**src/rtl/uart_pulse_cmd_decoder.sv**
```systemverilog
`timescale 1ns/1ps
// Frame parser for the double-pulse generator: HEADER CMD D3 D2 D1 D0 CHK bytes
// update the four pulse timing registers or fire the startclock trigger.
module uart_pulse_cmd_decoder #(
    parameter logic [7:0]  HEADER           = 8'hAA,
    parameter int unsigned START_LOW_CYCLES = 4,
    parameter int unsigned TIMEOUT_CYCLES   = 5000000
) (
    input  logic        clk,
    input  logic        rst_n,
    input  logic [7:0]  rx_data,
    input  logic        rx_valid,
    output logic [31:0] pulse2start1,
    output logic [31:0] pulse2end1,
    output logic [31:0] pulse2start2,
    output logic [31:0] pulse2end2,
    output logic        startclock,
    output logic        cmd_ok,
    output logic        cmd_err,
    output logic [1:0]  err_code
);

    localparam int TO_W = $clog2(TIMEOUT_CYCLES + 1);
    localparam int LO_W = $clog2(START_LOW_CYCLES + 1);

    typedef enum logic [2:0] {IDLE, GET_CMD, GET_DATA, GET_CHK, EXEC} state_t;

    state_t            state_q, state_d;
    logic [7:0]        cmd_q, cmd_d, chk_q, chk_d;
    logic [31:0]       data_q, data_d;
    logic [1:0]        idx_q, idx_d;
    logic [TO_W-1:0]   to_cnt_q, to_cnt_d;
    logic [31:0]       s1_q, s1_d, e1_q, e1_d, s2_q, s2_d, e2_q, e2_d;
    logic              sc_q, sc_d;
    logic [LO_W-1:0]   lo_cnt_q, lo_cnt_d;
    logic              ok_q, ok_d, err_q, err_d;
    logic [1:0]        code_q, code_d;
    logic [7:0]        xsum;
    logic              ordered;

    assign xsum    = cmd_q ^ data_q[31:24] ^ data_q[23:16] ^ data_q[15:8] ^ data_q[7:0];
    assign ordered = (s1_q < e1_q) && (e1_q < s2_q) && (s2_q < e2_q);

    always_comb begin
        state_d  = state_q;
        cmd_d    = cmd_q;
        chk_d    = chk_q;
        data_d   = data_q;
        idx_d    = idx_q;
        to_cnt_d = '0;
        s1_d     = s1_q;
        e1_d     = e1_q;
        s2_d     = s2_q;
        e2_d     = e2_q;
        sc_d     = sc_q;
        lo_cnt_d = lo_cnt_q;
        ok_d     = 1'b0;
        err_d    = 1'b0;
        code_d   = code_q;

        // Low-window countdown; a fire in EXEC below overrides it with a reload.
        if (!sc_q) begin
            lo_cnt_d = lo_cnt_q - LO_W'(1);
            if (lo_cnt_q == LO_W'(1)) sc_d = 1'b1;
        end

        case (state_q)
            IDLE: begin
                if (rx_valid && rx_data == HEADER) state_d = GET_CMD;
            end
            GET_CMD: begin
                if (rx_valid) begin
                    cmd_d   = rx_data;
                    idx_d   = '0;
                    state_d = GET_DATA;
                end
            end
            GET_DATA: begin
                if (rx_valid) begin
                    data_d = {data_q[23:0], rx_data};
                    idx_d  = idx_q + 2'd1;
                    if (idx_q == 2'd3) state_d = GET_CHK;
                end
            end
            GET_CHK: begin
                if (rx_valid) begin
                    chk_d   = rx_data;
                    state_d = EXEC;
                end
            end
            EXEC: begin
                state_d = IDLE;
                if (chk_q != xsum) begin
                    err_d  = 1'b1;
                    code_d = 2'd1;
                end else begin
                    case (cmd_q)
                        8'h01:   begin s1_d = data_q; ok_d = 1'b1; end
                        8'h02:   begin e1_d = data_q; ok_d = 1'b1; end
                        8'h03:   begin s2_d = data_q; ok_d = 1'b1; end
                        8'h04:   begin e2_d = data_q; ok_d = 1'b1; end
                        8'h20: begin
                            s1_d = '0;
                            e1_d = '0;
                            s2_d = '0;
                            e2_d = '0;
                            ok_d = 1'b1;
                        end
                        8'h10: begin
                            if (ordered) begin
                                ok_d     = 1'b1;
                                sc_d     = 1'b0;
                                lo_cnt_d = LO_W'(START_LOW_CYCLES);
                            end else begin
                                err_d  = 1'b1;
                                code_d = 2'd3;
                            end
                        end
                        default: begin
                            err_d  = 1'b1;
                            code_d = 2'd2;
                        end
                    endcase
                end
            end
            default: state_d = IDLE;
        endcase

        // Inter-byte timeout, only while a frame is partially received.
        if (state_q inside {GET_CMD, GET_DATA, GET_CHK} && !rx_valid) begin
            if (to_cnt_q == TO_W'(TIMEOUT_CYCLES - 1)) begin
                state_d = IDLE;
                err_d   = 1'b1;
                code_d  = 2'd0;
            end else begin
                to_cnt_d = to_cnt_q + TO_W'(1);
            end
        end
    end

    always_ff @(posedge clk or negedge rst_n) begin
        if (!rst_n) begin
            state_q  <= IDLE;
            cmd_q    <= '0;
            chk_q    <= '0;
            data_q   <= '0;
            idx_q    <= '0;
            to_cnt_q <= '0;
            s1_q     <= '0;
            e1_q     <= '0;
            s2_q     <= '0;
            e2_q     <= '0;
            sc_q     <= 1'b1;
            lo_cnt_q <= '0;
            ok_q     <= 1'b0;
            err_q    <= 1'b0;
            code_q   <= '0;
        end else begin
            state_q  <= state_d;
            cmd_q    <= cmd_d;
            chk_q    <= chk_d;
            data_q   <= data_d;
            idx_q    <= idx_d;
            to_cnt_q <= to_cnt_d;
            s1_q     <= s1_d;
            e1_q     <= e1_d;
            s2_q     <= s2_d;
            e2_q     <= e2_d;
            sc_q     <= sc_d;
            lo_cnt_q <= lo_cnt_d;
            ok_q     <= ok_d;
            err_q    <= err_d;
            code_q   <= code_d;
        end
    end

    assign pulse2start1 = s1_q;
    assign pulse2end1   = e1_q;
    assign pulse2start2 = s2_q;
    assign pulse2end2   = e2_q;
    assign startclock   = sc_q;
    assign cmd_ok       = ok_q;
    assign cmd_err      = err_q;
    assign err_code     = code_q;

endmodule

```
**config.mk**
```make
export PLATFORM = sky130hd
export DESIGN_NAME = uart_pulse_cmd_decoder
export DESIGN_NICKNAME = d
export VERILOG_FILES = /design/src/rtl/uart_pulse_cmd_decoder.sv
export SDC_FILE = /design/constraint.sdc
export NUM_CORES = 1
export LEC_CHECK = 0
export BUFFER_PORTS_ARGS = -buffer_cell sky130_fd_sc_hd__buf_2
export CORE_ASPECT_RATIO = 0.9
export CORE_MARGIN = 1
export CORE_UTILIZATION = 45
export CTS_CLUSTER_DIAMETER = 200
export DETAILED_ROUTE_END_ITERATION = 7
export GPL_TIMING_DRIVEN = 0
export HOLD_SLACK_MARGIN = 0.15
export PLACE_DENSITY = 0.64
export SYNTH_ARGS = -nofsm -noshare
export SYNTH_HDL_FRONTEND = slang
export SYNTH_SLANG_ARGS = --single-unit
```
**constraint.sdc**
```tcl
create_clock -name clk -period 5.15 [get_ports clk]
set_input_delay 1.03 -clock clk [delete_from_list [all_inputs] [get_ports clk]]
set_output_delay 1.03 -clock clk [all_outputs]
set_load 0.01 [all_outputs]
```
==> metrics.md <==
| Metric | Value |
|---|---|
| Fraction of layout instances using a drive strength above 1 | `25.02%` |
| Number of max-cap violations | `0` |
| Power share of the sequential group | `39.7%` |
| Cts-stage hold buffer count | `0` |
| Unrepaired setup endpoints after global routing | `false` |
| Total Routed Length | `28.81 mm` |
| # rows | `54` |
| Routed vias/inst | `5.298` |
| Die area | `26020 um^2` |
| Status | `completed` |
| WL met1 | `14.06 mm` |
| WHS Path Cells | `2` |
| Reg clk slew, reported paths | `60 ps` |
| Met3 WL | `1.276 mm` |
| Fin area | `13410 um^2` |
| DR DRC count | `0` |
| Final period utilization | `71.08%` |
| Commonest cells in the netlist | `dfrtp_1 (211), nand2_1 (124), inv_1 (99)` |
| HPWL Detailed | `21.89 mm` |
| Crit path DAT | `4040 ps` |
| Routability Congestion | `0.8118` |
| Flops & latches, synth | `212` |
| Gr usage total | `22.53%` |
| Core Footprint | `24590 um^2` |
| CTS H-tree depth | `1` |
| Primary FF master, synth | `dfrtp_1` |
| Util after Layout | `54.51%` |
| Worst Path Buf+Inv | `1` |
| Setup Skew | `17.80 ps` |
| R2R depth | `8` |
| Chip Width | `169.9 um` |
| Required @ worst endpoint | `5520 ps` |
| Seq/Total Area, Yosys | `46.47%` |
| Placed Cells | `1540` |
| Sw power | `1.692 mW` |
| Post-CTS Resized | `0` |
| Post-Syn Area per Cell | `10.77 um^2` |
| Leakage power | `6.745 nW` |
| Combinational Power Share | `27.7%` |
| Starting Density | `46.43%` |
| Slowest cell delay on critical path | `1040 ps` |
| CP top delay family | `compound AO/OA/AOI/OAI gates` |
| FILL cells | `2214` |
| Drt first pass iters | `8` |
| WHS | `497.0 ps` |
| Clk buf depth | `3` |
| CP endpoint kind | `register` |
| Synth top area cells | `dfrtp_1 (46%), ha_1 (11%), mux2_2 (7.4%)` |
| CP Launch Type | `register` |
| Antenna-violating nets left | `0` |
| Clk_lat worst skew | `530 ps` |
| Remaining global-route overflow | `0` |
| Hold path startpoint | `chk_q[5]` |
| Setup bufs post-CTS | `0` |
| Area delta synth->final | `17.40%` |
| Largest net degree at the start of global routing | `108` |
| Reg2reg end | `lo_cnt_q[0]` |
| Syn Nets | `1168` |
| Ant diodes | `0` |
| Clock sink count | `212` |
| Sw Share | `31.66%` |
| Met2 routed WL | `13.07 mm` |
| Root buffer cell | `clkbuf_16` |
| R2r startpoint | `pulse2end2[1]` |
| Min Tclk post-route | `3661 ps` |
| # IOs | `144` |
| Synth Warn # | `0` |
| PortBufs | `143` |
| Unique masters post-synth | `57` |
| Cell internal pwr | `3.652 mW` |
| Worst hold path class | `register to register` |
| Post-DR wirelength/cell | `18.20 um` |
| Crit Path Class | `register to register` |
| Post-Synthesis Cell Area | `11420 um^2` |
| Pwr per Cell Area | `398.6 nW/um^2` |
| Worst Hold End | `chk_q[5]` |
| Highest Clock Rate | `273.2 MHz` |
| Number of antenna violations at the first check in global routing | `0` |
| Max_slew headroom | `14.60%` |
| Post-route insts no fill | `1583` |
| Die Ht | `153.1 um` |
| DRC violation total after the first TritonRoute iteration | `576` |
| DP Area | `12590 um^2` |
| Critical Path, Cell by Cell | `inv_1 > ha_1 > a2111oi_0 > o32ai_1 > o31ai_1 > nand3_1 > nor4_1 > nor2_1` |
| Final net count | `1338` |
| Final Hold Viols | `0` |
| R2R setup slack | `1490 ps` |
| CTS tree | `done` |
| Yosys top cell area share | `46.24%` |
| Crit path max fanout | `3` |
| Post-synth top area cell | `dfrtp_1` |
| Cells after synthesis | `1060` |
| Vias in the first global route | `8095` |
| Total number of vias | `8387` |
| Async set or reset register ratio after synthesis | `100.0%` |
| CTS Buf Count | `24` |
| Worst-margin pin slew | `1249 ps` |
| Top layer in use | `met4` |
| Slew Limit Fails | `0` |
| Final setup violation count | `0` |
| First-pass GRT wire length | `45.66 mm` |
| Most common cell in the netlist | `dfrtp_1` |
| Clock power share | `32.7%` |
| Max rail drop VDD | `0.3243 mV` |
| EDFF count, synth | `0` |
| Critical-path top delay cell | `a2111oi_0` |
==> through the flow <==
stage | TNS [ps] | power [mW] | setup slack [ps]
after floorplan | 0 | 3.225 | 2542
after global placement | -154770 | 3.596 | -747.7
after detailed placement | 0 | 3.629 | 1713
after CTS | 0 | 5.389 | 1695
after global routing | 0 | 5.583 | 1540
final | 0 | 5.344 | 1489
==> cells in the final DEF, fill, tap and decap left out, drive strengths merged, types with 12 or more instances in the layout <==
master / n
nand2: 124
xor2: 17
buf: 158
a21o: 12
ha: 97
dfrtp: 211
nor4: 12
inv: 100
nand4: 25
mux2: 107
a21oi: 32
nor3: 13
xnor2: 32
clkbuf: 48
nor2: 40
o21ai: 75
and2: 34
nand3: 21
==> area by class of cell <==
type                            count  area, um^2  share of cell area, %
Clock buffer                       32       690.7                  5.152
Inverter                          100       375.4                  2.800
Sequential cell                   212        5306                  39.58
Multi-Input combinational cell    718        5589                  41.69
Buffer                             30       148.9                  1.111
Tap cell                          336       420.4                  3.136
Timing Repair Buffer              144       753.2                  5.618
Clock inverter                     11       122.6                 0.9146
==> per-layer routing <==
layer | vias up | GRT usage (%)
met5 | - | 0
met4 | 0 | 4.204
met3 | 31 | 3.055
met2 | 181 | 34.68
met1 | 4153 | 33.95
li1 | 4022 | -
==> power groups by stage <==
stage,registers [mW],logic (mW),clock network [mW]
6_report,2.12,1.48,1.75
5_1_grt,2.16,1.59,1.84
4_1_cts,2.12,1.49,1.78
3_5_place_dp,2.15,1.48,0
3_3_place_gp,2.14,1.46,0
2_1_floorplan,2.06,1.17,0
==> how the worst max path moves through the flow <==
stage / startpoint / to / slack (ps) / depth (start not counted)
after detailed placement: pulse2end2[1] / lo_cnt_q[0] / 1710 / 8
after global placement: rst_n / pulse2end2[19] / -750 / 1
after global routing: pulse2end2[1] / lo_cnt_q[0] / 1540 / 8
after CTS: pulse2end2[1] / lo_cnt_q[0] / 1690 / 8
final: pulse2end2[1] / lo_cnt_q[0] / 1490 / 8
after floorplan: rx_valid / data_q[2] / 2540 / 4
==> sequential cells by signal (all words and copies together), names as in the netlist <==
name and cells:
chk_q 8, cmd_err 1, cmd_ok 1, cmd_q 8
data_q 32, err_code 2, idx_q 2, lo_cnt_q 3
pulse2end1 32, pulse2end2 32, pulse2start1 32, pulse2start2 32
startclock 1, state_q 3, to_cnt_q 23
==> worst register-to-register path, stage by stage, from the launching register on <==
cell and delay [ps]:
dfrtp_1 380, inv_1 60, ha_1 260, a2111oi_0 1040, o32ai_1 260, o31ai_1 520
nand3_1 360, nor4_1 540, nor2_1 110
==> kinds of logic after synthesis <==
kind of cell | count (synthesis) | share of synthesized area (%)
AND/OR/NAND/NOR | 305 | 13.47
adder cells (fa/ha/maj) | 97 | 10.63
AO/OA/AOI/OAI | 152 | 7.911
flip-flops | 212 | 46.47
XOR/XNOR | 57 | 5.402
buffers and inverters | 130 | 4.591
multiplexers | 107 | 11.54
Power figures use the tool's default switching activity.
